--- src/rtl/seq_detect_ctrl_if.sv ---
// seq_detect_ctrl_if: configuration, control, bit-stream and status signals of the sequence detector.
interface seq_detect_ctrl_if #(
    parameter int MAX_LEN = 8,
    parameter int LEN_W   = $clog2(MAX_LEN + 1),
    parameter int CNT_W   = 8
);
    logic               i_cfg_we;
    logic [MAX_LEN-1:0] i_cfg_pattern;
    logic [LEN_W-1:0]   i_cfg_len;
    logic               i_cfg_overlap;
    logic               i_arm;
    logic               i_disarm;
    logic               i_bit_valid;
    logic               i_bit;
    logic               o_cfg_ready;
    logic               o_busy;
    logic               o_match;
    logic               o_led;
    logic [CNT_W-1:0]   o_match_count;
    logic               o_cfg_err;

    modport master (
        output i_cfg_we, i_cfg_pattern, i_cfg_len, i_cfg_overlap,
        output i_arm, i_disarm, i_bit_valid, i_bit,
        input  o_cfg_ready, o_busy, o_match, o_led, o_match_count, o_cfg_err
    );

    modport slave (
        input  i_cfg_we, i_cfg_pattern, i_cfg_len, i_cfg_overlap,
        input  i_arm, i_disarm, i_bit_valid, i_bit,
        output o_cfg_ready, o_busy, o_match, o_led, o_match_count, o_cfg_err
    );
endinterface

--- src/rtl/seq_detect_ctrl.sv ---
// seq_detect_ctrl: programmable serial pattern detector with arm/disarm control,
// saturating match counter and pulse-stretched LED output.
module seq_detect_ctrl #(
    parameter int MAX_LEN  = 8,
    parameter int LEN_W    = $clog2(MAX_LEN + 1),
    parameter int CNT_W    = 8,
    parameter int HOLD_CYC = 4
) (
    input  logic              i_clock,
    input  logic              i_reset_n,
    seq_detect_ctrl_if.slave  bus
);
    localparam int TW = $clog2(HOLD_CYC + 1);

    typedef enum logic {IDLE, ARMED} state_t;

    state_t             state, state_n;
    logic [MAX_LEN-1:0] pattern, hist, hist_n, mask;
    logic [LEN_W-1:0]   len, fill, fill_inc;
    logic               overlap;
    logic [CNT_W-1:0]   count;
    logic [TW-1:0]      timer;
    logic               match_q, err_q;
    logic               arm_go, accept, cfg_ok, hit;

    always_ff @(posedge i_clock or negedge i_reset_n)
        if (!i_reset_n) state <= IDLE;
        else            state <= state_n;

    always_comb begin
        arm_go   = state == IDLE && bus.i_arm && !bus.i_disarm;
        state_n  = arm_go ? ARMED : (state == ARMED && bus.i_disarm) ? IDLE : state;
        accept   = state == ARMED && bus.i_bit_valid && !bus.i_disarm;
        cfg_ok   = state == IDLE && bus.i_cfg_we && bus.i_cfg_len != '0
                   && bus.i_cfg_len <= LEN_W'(MAX_LEN);
        hist_n   = {hist[MAX_LEN-2:0], bus.i_bit};
        fill_inc = (fill == len) ? len : fill + 1'b1;
        // bits above len are masked out; len == MAX_LEN shifts every one out
        mask     = ~({MAX_LEN{1'b1}} << len);
        hit      = accept && fill_inc == len && ((hist_n ^ pattern) & mask) == '0;
    end

    always_ff @(posedge i_clock or negedge i_reset_n)
        if (!i_reset_n) begin
            pattern <= MAX_LEN'(4'b1010);
            len     <= LEN_W'(4);
            overlap <= 1'b1;
            hist    <= '0;
            fill    <= '0;
            count   <= '0;
            timer   <= '0;
            match_q <= 1'b0;
            err_q   <= 1'b0;
        end else begin
            if (cfg_ok) begin
                pattern <= bus.i_cfg_pattern;
                len     <= bus.i_cfg_len;
                overlap <= bus.i_cfg_overlap;
            end
            hist    <= arm_go ? '0 : accept ? hist_n : hist;
            fill    <= arm_go ? '0 : !accept ? fill : (hit && !overlap) ? '0 : fill_inc;
            count   <= arm_go ? '0 : (hit && count != '1) ? count + 1'b1 : count;
            timer   <= hit ? TW'(HOLD_CYC) : (timer != '0) ? timer - 1'b1 : timer;
            match_q <= hit;
            err_q   <= bus.i_cfg_we && !cfg_ok;
        end

    assign bus.o_cfg_ready   = state == IDLE;
    assign bus.o_busy        = state == ARMED;
    assign bus.o_match       = match_q;
    assign bus.o_led         = timer != '0;
    assign bus.o_match_count = count;
    assign bus.o_cfg_err     = err_q;
endmodule

--- src/flat_wrapper.sv ---
// flat-port wrapper written by rule: the top's interface ports become plain ports
module seq_detect_ctrl_flat 
#(
    parameter int MAX_LEN  = 8,
    parameter int LEN_W    = $clog2(MAX_LEN + 1),
    parameter int CNT_W    = 8,
    parameter int HOLD_CYC = 4
)
  (i_clock, i_reset_n, bus_i_cfg_we, bus_i_cfg_pattern, bus_i_cfg_len, bus_i_cfg_overlap, bus_i_arm, bus_i_disarm, bus_i_bit_valid, bus_i_bit, bus_o_cfg_ready, bus_o_busy, bus_o_match, bus_o_led, bus_o_match_count, bus_o_cfg_err);
  seq_detect_ctrl_if #(.MAX_LEN(MAX_LEN), .LEN_W(LEN_W), .CNT_W(CNT_W)) bus_i ();
  input  logic i_clock;
  input  logic i_reset_n;
  input wire logic [$bits(bus_i.i_cfg_we)-1:0] bus_i_cfg_we;
  input wire logic [$bits(bus_i.i_cfg_pattern)-1:0] bus_i_cfg_pattern;
  input wire logic [$bits(bus_i.i_cfg_len)-1:0] bus_i_cfg_len;
  input wire logic [$bits(bus_i.i_cfg_overlap)-1:0] bus_i_cfg_overlap;
  input wire logic [$bits(bus_i.i_arm)-1:0] bus_i_arm;
  input wire logic [$bits(bus_i.i_disarm)-1:0] bus_i_disarm;
  input wire logic [$bits(bus_i.i_bit_valid)-1:0] bus_i_bit_valid;
  input wire logic [$bits(bus_i.i_bit)-1:0] bus_i_bit;
  output wire logic [$bits(bus_i.o_cfg_ready)-1:0] bus_o_cfg_ready;
  output wire logic [$bits(bus_i.o_busy)-1:0] bus_o_busy;
  output wire logic [$bits(bus_i.o_match)-1:0] bus_o_match;
  output wire logic [$bits(bus_i.o_led)-1:0] bus_o_led;
  output wire logic [$bits(bus_i.o_match_count)-1:0] bus_o_match_count;
  output wire logic [$bits(bus_i.o_cfg_err)-1:0] bus_o_cfg_err;
  assign bus_i.i_cfg_we = bus_i_cfg_we;
  assign bus_i.i_cfg_pattern = bus_i_cfg_pattern;
  assign bus_i.i_cfg_len = bus_i_cfg_len;
  assign bus_i.i_cfg_overlap = bus_i_cfg_overlap;
  assign bus_i.i_arm = bus_i_arm;
  assign bus_i.i_disarm = bus_i_disarm;
  assign bus_i.i_bit_valid = bus_i_bit_valid;
  assign bus_i.i_bit = bus_i_bit;
  assign bus_o_cfg_ready = bus_i.o_cfg_ready;
  assign bus_o_busy = bus_i.o_busy;
  assign bus_o_match = bus_i.o_match;
  assign bus_o_led = bus_i.o_led;
  assign bus_o_match_count = bus_i.o_match_count;
  assign bus_o_cfg_err = bus_i.o_cfg_err;
  seq_detect_ctrl #(.MAX_LEN(MAX_LEN), .LEN_W(LEN_W), .CNT_W(CNT_W), .HOLD_CYC(HOLD_CYC)) u_core (.i_clock(i_clock), .i_reset_n(i_reset_n), .bus(bus_i));
endmodule
--- config.mk ---
export PLATFORM = sky130hd
export DESIGN_NAME = seq_detect_ctrl_flat
export DESIGN_NICKNAME = d
export VERILOG_FILES = /design/src/rtl/seq_detect_ctrl_if.sv /design/src/rtl/seq_detect_ctrl.sv /design/src/flat_wrapper.sv
export SDC_FILE = /design/constraint.sdc
export NUM_CORES = 1
export LEC_CHECK = 0
export BUFFER_PORTS_ARGS = -buffer_cell sky130_fd_sc_hd__buf_2
export CORE_MARGIN = 4
export CORE_UTILIZATION = 45
export CTS_CLUSTER_SIZE = 20
export DETAILED_ROUTE_END_ITERATION = 8
export PLACE_DENSITY = 0.77
export SYNTH_ARGS = -nofsm -noshare
export SYNTH_HDL_FRONTEND = slang
export SYNTH_SLANG_ARGS = --single-unit
export TNS_END_PERCENT = 100
--- constraint.sdc ---
create_clock -name i_clock -period 2 [get_ports i_clock]
set_input_delay 0.4 -clock i_clock [delete_from_list [all_inputs] [get_ports i_clock]]
set_output_delay 0.4 -clock i_clock [all_outputs]
set_load 0.005 [all_outputs]
Yosys cells after proc, flatten, opt, wreduce, memory -nomap -nowiden
Cells that the tools add are included. Widths: inputs -> output; s select.

Register bits: 38. Latch bits: 0. Memory bits (writable): 0. ROM bits: 0. Bits of input ports: 20. Output and inout port bits: 13. Logic and storage cells: 57. Memories kept: 0.

$add $sub $neg: 3. Multipliers: 0. Divide/modulo/power cells: 0. Magnitude comparators: 1. Equality and inequality tests: 3. Shift operators: 1. Muxes and demuxes: 12. Bitwise gates (word level): 4. Reduce and logical (&&, ||, !) cells: 23.

Operators with widths (count): $mux 4 (4); $mux 8 (2); $mux 7 (2); $logic_and 1x1->1 (13); $add 8x1->8 const B (1); $and 8x8->8 (1); $eq 4x4->1 (2); $logic_not 8->1 (1); $ne 8x8->1 const B (1); $not 8->8 (1); $reduce_bool 2->1 (4); $shl 8x4->8 const A (1); $xor 8x8->8 (1); $mux 3 (2); $add 4x1->4 const B (1); $le 4x4->1 const B (1); $reduce_bool 4->1 (1); $logic_not 1->1 (3); $reduce_bool 3->1 (1); $sub 3x1->3 const B (1); $mux 1 (2); $not 1->1 (1).

Depth between registers and ports, before layout
Gate-level depths: netlist (run 1).

Depth in word-level cells: 9. Depth in mapped cells: 9.

Worst setup path after synthesis (run 1)
Ideal clock, no wire load.

Kind: reg2reg. From: register u_core.len[2]. To: register u_core.count[4], in the netlist u_core.bus.o_match_count[4]. Setup time: 0.125 ns. Arrival: 1.841 ns. Data required time: 1.875 ns. Slack: 0.034 ns. Cell stages (with the launch flop): 8. Path buffers: 1. Period minus slack after synthesis: 1.966 ns. Path through: dfstp_2 > buf_6 > or3_4 > a211oi_2 > o2111a_2 > nand3_1 > nor2_1 > mux2_2.

Longest elaborated chain between the ends: 7. Elaborated cells on any way between the ends: 11.

Ends and longest elaborated chain: start, declared (line seq_detect_ctrl.sv:19) `logic [LEN_W-1:0] len, fill, fill_inc;`; start signal, assigned (line seq_detect_ctrl.sv:57) `len <= bus.i_cfg_len;`; $shl 8x4->8 / $eq 4x4->1 (equally long branches) (line seq_detect_ctrl.sv:39, seq_detect_ctrl.sv:37); $not 8->8 / $mux 4 (equally long branches) (line seq_detect_ctrl.sv:39, seq_detect_ctrl.sv:37); $and 8x8->8 / $eq 4x4->1 (equally long branches) (line seq_detect_ctrl.sv:40) `hit = accept && fill_inc == len && ((hist_n ^ pattern) & mask) == '0;`; $logic_not 8->1 / $logic_and 1x1->1 (equally long branches) (line seq_detect_ctrl.sv:40); $logic_and 1x1->1 * (line seq_detect_ctrl.sv:40); $logic_and 1x1->1 * (line seq_detect_ctrl.sv:62) `count <= arm_go ? '0 : (hit && count != '1) ? count + 1'b1 : count;`; $reduce_bool 2->1 (no source line) *; end signal, assigned (line seq_detect_ctrl.sv:62); end, declared (line seq_detect_ctrl.sv:21) `logic [CNT_W-1:0] count;`.

Every way passes the cells marked *; elsewhere a longest branch is shown, timed or not. A chain may end at the register's enable or synchronous reset.

Worst setup path in the final report (run 1)
From: register u_core.len[0]. To: register u_core.count[4], in the netlist u_core.bus.o_match_count[4].

The elaborated chain is that of the path after synthesis.

==> impl_metrics.ini, run 1 <==
[synth]
synth_cell_types = 41
ys_async_sr_fraction = 1.00
syn_nets = 197
synth_edf_count = 0
synth-seq-cells = 38
ys_seq_area_frac = 0.490
synthCells = 173
yosys.area.top_type = dfrtp_1
synth-main-ff-cell = dfrtp_1
syn_area_per_cell_um2 = 11.3
syn-cell-area_mm2 = 0.00195
synthTopCellsByCount = 34 x dfrtp_1, 18 x nor2_1, 16 x mux2_2, 12 x xor2_1, 9 x xnor2_1
synth-warning-count = 0
yosysMostFrequentCell = dfrtp_1
synth_top_area_frac = 0.436
synth_area_leaders = dfrtp_1 44%, mux2_2 9.2%, dfstp_2 5.4%

[timing]
slew_viol_final = 0
hold_viol = 0
fin_skew_ns = 0.00243
fmax_ghz = 0.518
setup-violations-final = 0
slew-limit-headroom = 0.494
fin_tns_setup_ns = 0
period_share = 0.966
min_period_ns = 1.93
tightest_slew_ns = 0.756
whs_ns = 0.150

[routing]
drtIter0Drc = 71
drtAntennaViolNets = 0
wl_mm = 3.73
routedWlPerCell_um = 13.8
firstDrtPassIters = 4
num_vias = 1465
viasPerCell = 5.41
drc_errors = 0

[global_routing]
grt_overflow = 0
grt_pass1_vias = 1411
grt_max_degree = 39
grt_pass1_wl_mm = 6.22
antenna_found_initial = 0
grtUsageTotal = 0.148

[final_layout]
fin_area_mm2 = 0.00239
nNetsFinal = 244
drive_above_1_share = 0.398
antenna_cells = 0
fin_util = 0.585
finalNonFillerCells = 271
area_delta_synth_final_pct = 22.7
fill_cells = 349

[clocking]
cts_sinks = 38
path_clk_slew_ns = 0.07
root_buffer = clkbuf_8
ctsHoldBuffers = 0
h-tree-depth = 2
cts_buffers = 5
clk_latency_ns = 0.28
cts_tree = done
cts_buffer_depth = 2

[setup_path]
cp-end-kind = flop
reg2reg_depth = 6
critPathLaunchType = flop
r2r-end = u_core.bus.o_match_count[4]
crit_type = flop to flop
arrival_ns = 2.10
crit_required_ns = 2.17
reg2reg_from = u_core.len[0]
ff2ff_setup_slack_ns = 0.07
crit_fanout = 5

[floorplan]
core_area_mm2 = 0.00409
die_w_um = 73.8
ios = 33
initial_core_util = 0.477
dieHeight_um = 73.8
rows = 23
die_area_mm2 = 0.00545

[power_and_ir_drop]
p_leak_nw = 1.15
peakVddDrop_v = 0.000507
power_density_mw_per_mm2 = 901

[placement]
place_inst = 260
place_congestion = 0.780
dpl_cell_area_mm2 = 0.00224
io_buffers = 32
hpwl_mm = 2.77

[min_path]
hold_path_class = primary input to asynchronous set/reset pin

[outcome]
outcome = completed

[run]
maxCapViolCount = 0
worst max-delay path, stage by stage (launching register included):
cell	delay, ns
dfrtp_2	0.43
or3_4	0.37
a211oi_2	0.20
o2111a_2	0.25
nand3_1	0.09
nor2_1	0.13
mux2_2	0.35
layout by cell type, fill, tap and decap left out, types with 2 or more instances in the layout:
| cell | netlist | routed |
|---|---|---|
| buf_2 | 2 | 32 |
| dfrtp_1 | 34 | 32 |
| nor2_1 | 18 | 18 |
| mux2_2 | 16 | 16 |
| buf_4 | 0 | 16 |
| xor2_1 | 12 | 12 |
| xnor2_1 | 9 | 9 |
| inv_1 | 7 | 7 |
| a22o_1 | 7 | 7 |
| nand3_1 | 6 | 6 |
| clkbuf_8 | 0 | 6 |
| nand2_1 | 5 | 5 |
| a21oi_1 | 6 | 4 |
| o21ai_0 | 5 | 4 |
| a32o_1 | 4 | 4 |
| dfstp_2 | 4 | 4 |
| nor2b_1 | 3 | 3 |
| ha_1 | 4 | 3 |
| a21oi_2 | 0 | 2 |
| nand4_1 | 2 | 2 |
| a41o_1 | 2 | 2 |
| dfrtp_2 | 0 | 2 |
cells by family after synthesis:
family	count (synthesis)	share of synthesized area
xor+xnor	21	0.0944
fa+ha+maj	4	0.0257
simple gates	43	0.112
flops	38	0.490
compound gates	34	0.139
buf+inv	16	0.0404
mux	17	0.0976
routing by layer:
metal / track usage / vias to the layer above / share of wire
met3: 0.0219 / 5 / 0.037
met2: 0.228 / 35 / 0.47
li1: - / 713 / -
met5: 0 / - / 0
met1: 0.203 / 712 / 0.48
met4: 0.0724 / 0 / 0.015
flip-flops by register name (all words and copies together) (netlist names):
signal                    cells
u_core.bus.o_match_count      8
u_core.pattern                8
u_core.hist                   7
u_core.fill                   4
u_core.len                    4
u_core.timer                  3
u_core.bus.o_busy             1
u_core.bus.o_cfg_err          1
u_core.bus.o_match            1
u_core.overlap                1
repair_timing:
action                     CTS  global route
gates cloned                 0             0
resized for setup            1             8
setup buffers                0             4
pin swaps                    0             6
setup endpoints to repair    1            12
worst max path at each step:
stage               slack, ns     startpoint                          end
finish                   0.07  u_core.len[0]  u_core.bus.o_match_count[4]
global route          -0.0002  u_core.len[0]  u_core.bus.o_match_count[5]
CTS                     0.009  u_core.len[0]  u_core.bus.o_match_count[4]
detailed placement      -0.05      bus_i_bit  u_core.bus.o_match_count[4]
global placement        -0.01      bus_i_bit  u_core.bus.o_match_count[6]
floorplan                0.03  u_core.len[2]  u_core.bus.o_match_count[4]
where the power goes:
| group | internal, mW | switching, mW |
|---|---|---|
| clock | 0.278 | 0.250 |
| sequential | 0.898 | 0.0985 |
| combinational | 0.353 | 0.278 |
stage by stage:
| stage | total power, mW | setup slack, ns |
|---|---|---|
| global placement | 1.56 | -0.0106 |
| CTS | 2.11 | 0.00874 |
| floorplan | 1.42 | 0.0342 |
| detailed placement | 1.58 | -0.0521 |
| finish | 2.15 | 0.0684 |
| global route | 2.30 | -0.000229 |
final cells by class:
cell class	instances	area [um2]	area share
Clock buffer	7	86.3	0.0361
Clock inverter	1	5.00	0.00209
Inverter	7	26.3	0.0110
Tap cell	50	62.6	0.0262
Timing Repair Buffer	49	300	0.126
Sequential cell	38	958	0.401
Multi-Input combinational cell	119	952	0.398
No activity file was read; power rests on OpenSTA's default activity.
==> run 2, diff against run 1 <==
Settings changed: CORE_ASPECT_RATIO from default to 1.1, GPL_TIMING_DRIVEN from default to 0, SETUP_SLACK_MARGIN from default to 0.02.
==> run 2 against run 1 <==
Net effect: the flow now finishes with violations (setup timing); hold slack better by 0.056 ns; register-to-register slack worse by 0.08 ns; flip-flop and latch count unchanged; critical endpoint is now u_core.fill[2]; largest cell class is now multi-input gates.
==> impl_metrics.ini, run 2 (same netlist as run 1, synthesis figures left out) <==
[setup_path]
slowest_delay_ns = 0.46
path_buf_inv = 1
path_delay_family = compound AO/OA/AOI/OAI gates
crit_required_ns = 2.17
crit_type = flop to flop
cp-end-kind = flop
crit_fanout = 7
arrival_ns = 2.18
critPathSlowestCell = dfrtp_2
cp_cell_sequence = or3_4, a211oi_2, o2111a_2, o211a_1, buf_6, nand2b_4, a32o_1
critPathLaunchType = flop

[routing]
drc_errors = 0
drtIter0Drc = 29
num_vias = 1430
drtAntennaViolNets = 0
routedWlPerCell_um = 14.1
firstDrtPassIters = 4
viasPerCell = 5.32
wl_mm = 3.79

[timing]
fmax_ghz = 0.496
whs_ns = 0.206
tightest_slew_ns = 0.818
hold_viol = 0
period_share = 1.01
rsz0062_at_grt = yes
setup-violations-final = 2
worst_slack_ns = -0.0143
fin_tns_setup_ns = -0.0203
fin_skew_ns = 0.00549
min_period_ns = 2.01
slew_viol_final = 0
slew-limit-headroom = 0.455

[clocking]
h-tree-depth = 2
ctsHoldBuffers = 0
cts_tree = done
cts_buffers = 5
path_clk_slew_ns = 0.07
clk_latency_ns = 0.28
root_buffer = clkbuf_8
cts_buffer_depth = 2
cts_sinks = 38

[placement]
place_inst = 257
hpwl_mm = 2.67
place_congestion = 0.781
io_buffers = 32

[floorplan]
rows = 24
ios = 33
die_w_um = 70.8
dieHeight_um = 77.0
initial_core_util = 0.477
core_area_mm2 = 0.00408
die_area_mm2 = 0.00545

[outcome]
outcome = complete, but fails checks
violations = setup timing

[global_routing]
grtUsageTotal = 0.142
grt_max_degree = 39
grt_overflow = 0
antenna_found_initial = 0
grt_pass1_wl_mm = 6.24
grt_pass1_vias = 1383

[final_layout]
layout_common_cells = 33 x buf_2, 33 x dfrtp_1, 17 x nor2_1
fin_util = 0.575
antenna_cells = 0
fill_cells = 367
drive_above_1_share = 0.396
finalNonFillerCells = 269
area_delta_synth_final_pct = 20.4
nNetsFinal = 241

[power_and_ir_drop]
clockPowerShare = 0.232
power_frac_comb = 0.293
power_density_mw_per_mm2 = 892
p_leak_nw = 1.13
power_switching_share = 0.295
p_int_mw = 1.48
switchingPower_mw = 0.618
peakVddDrop_v = 0.000631
p_seq_frac = 0.476

[min_path]
hold_path_class = primary input to asynchronous set/reset pin

[run]
maxCapViolCount = 0
==> run 2: cell count changes in the layout (fill, tap and decap cells not counted), sizes merged <==
cell,previous run,this run
buf,49,42
clkbuf,7,11
clkinv,1,0
==> run 2: metal layers <==
metal | vias up | part of all wire | GRT usage
li1 | 702 | - | -
met4 | 0 | 0.012 | 0.0545
met1 | 697 | 0.46 | 0.175
met2 | 27 | 0.49 | 0.232
met5 | - | 0 | 0
met3 | 4 | 0.042 | 0.0405
==> run 2: path summary, 6_finish.rpt <==
path,startpoint,endpoint,slack (ns),cells past startpoint
min in group i_clock,bus_i_disarm,u_core.bus.o_busy,0.30,2
min reg2reg,u_core.hist[6],u_core.hist[6],0.52,1
min,i_reset_n,u_core.hist[3],0.21,1
max in group asynchronous,i_reset_n,u_core.len[0],1.22,1
max,u_core.len[0],u_core.fill[2],-0.01,7
max reg2reg,u_core.len[0],u_core.fill[2],-0.01,7
==> run 2: what timing repair did <==
action / CTS / global route
pin swaps: 7 / 6
endpoints found under the setup margin: 25 / 20
resized for setup: 7 / 11
buffers inserted: 3 / 4
endpoints found under the hold margin: 0 / 0
==> run 2: power by group through the flow <==
stage / sequential, mW / combinational, mW / clock, mW
2_1_floorplan: 0.973 / 0.445 / 0
3_3_place_gp: 0.991 / 0.544 / 0
3_5_place_dp: 0.994 / 0.561 / 0
4_1_cts: 0.996 / 0.564 / 0.490
5_1_grt: 1.01 / 0.684 / 0.530
6_report: 0.996 / 0.613 / 0.485
==> run 2: layout make-up <==
cell class                 instances  area [um2]  share of cell area
tap                               52        65.1              0.0277
inverter                           7        26.3              0.0112
timing repair buffer              39         213              0.0906
clock buffer                       7        76.3              0.0325
buffer                             7        46.3              0.0197
sequential                        38         957               0.408
multi-input combinational        119         963               0.410
==> run 2: per-stage QoR <==
| stage | worst slack, ns | instance area (um2) | total power [mW] |
|---|---|---|---|
| 2_1_floorplan | 0.0342 | 1950 | 1.42 |
| 3_3_place_gp | -0.420 | 2170 | 1.53 |
| 3_5_place_dp | -0.426 | 2170 | 1.56 |
| 4_1_cts | -0.0435 | 2290 | 2.05 |
| 5_1_grt | -0.0856 | 2350 | 2.22 |
| 6_report | -0.0143 | 2350 | 2.09 |
==> run 3, diff against run 2 <==
Settings changed: ABC_AREA from default to 1, CAP_MARGIN from default to 20, PLACE_DENSITY 0.77 to 0.76.
==> run 3 against run 2 <==
Net effect: the run now ends clean; clock power increased by 12%; clock skew increased by 0.0011 ns; combinational power is 14% higher; wire length increased by 27%.
==> impl_metrics.ini, run 3 <==
[synth]
synth_top_area_frac = 0.382
synthTopCellsByCount = 84 x nand2_1, 34 x dfrtp_1, 34 x inv_1, 29 x nand3_1, 19 x nor2_1
synth_cell_types = 32
synth-main-ff-cell = dfrtp_1
synth_top_family_by_area = simple AND/OR/NAND/NOR gates
synth-seq-cells = 38
synthMuxAreaShare = 0
syn-cell-area_mm2 = 0.00222
synth_compound_area_frac = 0.0731
syn_area_per_cell_um2 = 7.67
synth-simple-area-share = 0.342
syn_nets = 314
synth_edf_count = 0
yosysMostFrequentCell = nand2_1
synthCells = 290
synth_area_leaders = dfrtp_1 38%, nand2_1 14%, nand3_1 6.5%
synth_xor_area_frac = 0.0433
ys_seq_area_frac = 0.430
ys_async_sr_fraction = 1.00
yosys.area.top_type = dfrtp_1
yosys.area_share.adder = 0.0225
synth-warning-count = 0

[placement]
hpwl_mm = 3.56
place_congestion = 0.849
io_buffers = 32
post-place-ws_ns = 0.0638

[final_layout]
fill_cells = 430
area_delta_synth_final_pct = 17.2
nNetsFinal = 357
fin_util = 0.553
antenna_cells = 0
final_common_cell = nand2_1
drive_above_1_share = 0.243
register_area_um2 = 958
multi_input_area_mm2 = 0.00110
layout_common_cells = 84 x nand2_1, 35 x buf_2, 34 x inv_1

[power_and_ir_drop]
power_switching_share = 0.343
p_int_mw = 1.46
p_seq_frac = 0.443
power_frac_comb = 0.314
peakVddDrop_v = 0.000536
clockPowerShare = 0.243
power_density_mw_per_mm2 = 855
p_leak_nw = 1.40
switchingPower_mw = 0.765

[setup_path]
cp-end-kind = flop
crit_type = flop to flop
path_buf_inv = 3
path_delay_family = simple AND/OR/NAND/NOR gates
arrival_ns = 1.99
crit_required_ns = 2.18
critPathSlowestCell = dfstp_2
crit_fanout = 10
slowest_delay_ns = 0.58
path_common_cell = nand2_2
cp_cell_sequence = inv_2, nand2_2, nand2_2, nor2_2, nand2_2, buf_6, nand3_2, inv_1, nor2_2, nand3_4, nand3_1, nand2_1
critPathLaunchType = flop

[clocking]
cts_tree = done
cts_buffers = 5
root_buffer = clkbuf_8
cts_sinks = 38
ctsHoldBuffers = 0
cts_buffer_depth = 2
clk_latency_ns = 0.29
path_clk_slew_ns = 0.08
h-tree-depth = 2

[floorplan]
dieHeight_um = 81.7
rows = 26
ios = 33
core_area_mm2 = 0.00472
die_area_mm2 = 0.00613
die_w_um = 75.0
initial_core_util = 0.472

[min_path]
hold_path_class = primary input to asynchronous set/reset pin

[routing]
routedWlPerCell_um = 12.3
drtIter0Drc = 147
drtAntennaViolNets = 0
viasPerCell = 5.05
num_vias = 1971
drc_errors = 0
wl_mm = 4.81
firstDrtPassIters = 4

[timing]
min_period_ns = 1.82
setup-violations-final = 0
fmax_ghz = 0.550
hold_viol = 0
tightest_slew_ns = 0.850
slew_viol_final = 0
fin_skew_ns = 0.00663
rsz0062_at_grt = no
period_share = 0.909
fin_tns_setup_ns = 0
slew-limit-headroom = 0.433
worst_slack_ns = 0.181

[outcome]
outcome = completed

[global_routing]
grt_pass1_vias = 1921
grt_pass1_wl_mm = 8.27
grtUsageTotal = 0.175
antenna_found_initial = 0
grt_overflow = 0
grt_max_degree = 39

[run]
maxCapViolCount = 0
[run 3: changes by cell type in the layout (fill, tap and decap cells not counted), sizes merged, moves of 6 or more]
cell	delta
mux2	-16
o22ai	+8
nand4	+6
nor2	+7
inv	+32
a22o	-7
nand2	+83
xnor2	-7
nand3	+28
[run 3: cell type report]
cell class                      count  share of cell area
Clock inverter                      1             0.00192
Sequential cell                    38               0.368
Inverter                           40              0.0576
Buffer                              6              0.0187
Timing Repair Buffer               36              0.0730
Multi-Input combinational cell    206               0.421
Clock buffer                        7              0.0331
Tap cell                           56              0.0269
[run 3: per-stage QoR]
stage          instances  area (um2)  power [mW]  hold slack (ns)
5_1_grt              390        2610        2.41            0.281
2_1_floorplan        290        2220        1.49            0.104
3_5_place_dp         378        2450        1.66            0.481
3_3_place_gp         378        2450        1.64            0.463
6_report             390        2610        2.23            0.210
4_1_cts              386        2550        2.21            0.238
[run 3: cell families after synthesis]
kind of cell	after synthesis
and+or+nand+nor	162
buffers and inverters	46
DFF	38
AOI/OAI and AO/OA	29
xor gates and xnor gates	11
adders and majority gates	4
[run 3: worst paths after layout]
path	start	end	slack, ns	depth (start not counted)
min in group i_clock	bus_i_disarm	u_core.bus.o_busy	0.33	2
max	u_core.len[2]	u_core.bus.o_match_count[4]	0.18	12
max in group asynchronous	i_reset_n	u_core.fill[1]	1.19	1
min	i_reset_n	u_core.bus.o_cfg_err	0.21	1
max reg2reg	u_core.len[2]	u_core.bus.o_match_count[4]	0.18	12
min reg2reg	u_core.pattern[3]	u_core.pattern[3]	0.49	2
[run 3: repair_timing]
action / 4_1_cts / 5_1_grt
setup buffers: 0 / 4
setup endpoints to repair: 0 / 14
endpoints found under the hold margin: 0 / 0
gates resized for setup: 0 / 6
[run 3: per-layer routing]
| layer | up-vias | global-route usage | share of wire |
|---|---|---|---|
| met5 | - | 0 | 0 |
| met4 | 0 | 0.0658 | 0.011 |
| met3 | 5 | 0.0355 | 0.033 |
| met2 | 37 | 0.293 | 0.50 |
| met1 | 909 | 0.222 | 0.46 |
| li1 | 1020 | - | - |
[run 3: worst reg2reg max path, cell delays in order, from the launching register on]
cell	delay [ns]
dfstp_2	0.58
inv_2	0.07
nand2_2	0.05
nand2_2	0.06
nor2_2	0.11
nand2_2	0.08
buf_6	0.14
nand3_2	0.07
inv_1	0.05
nor2_2	0.18
nand3_4	0.15
nand3_1	0.10
nand2_1	0.06
[run 3: power by group through the flow]
stage	sequential, mW	clock (mW)	combinational (mW)
floorplan	0.974	0	0.513
global route	1.00	0.585	0.816
finish	0.986	0.541	0.700
detailed placement	1.00	0	0.663
global placement	0.996	0	0.642
CTS	0.987	0.557	0.667
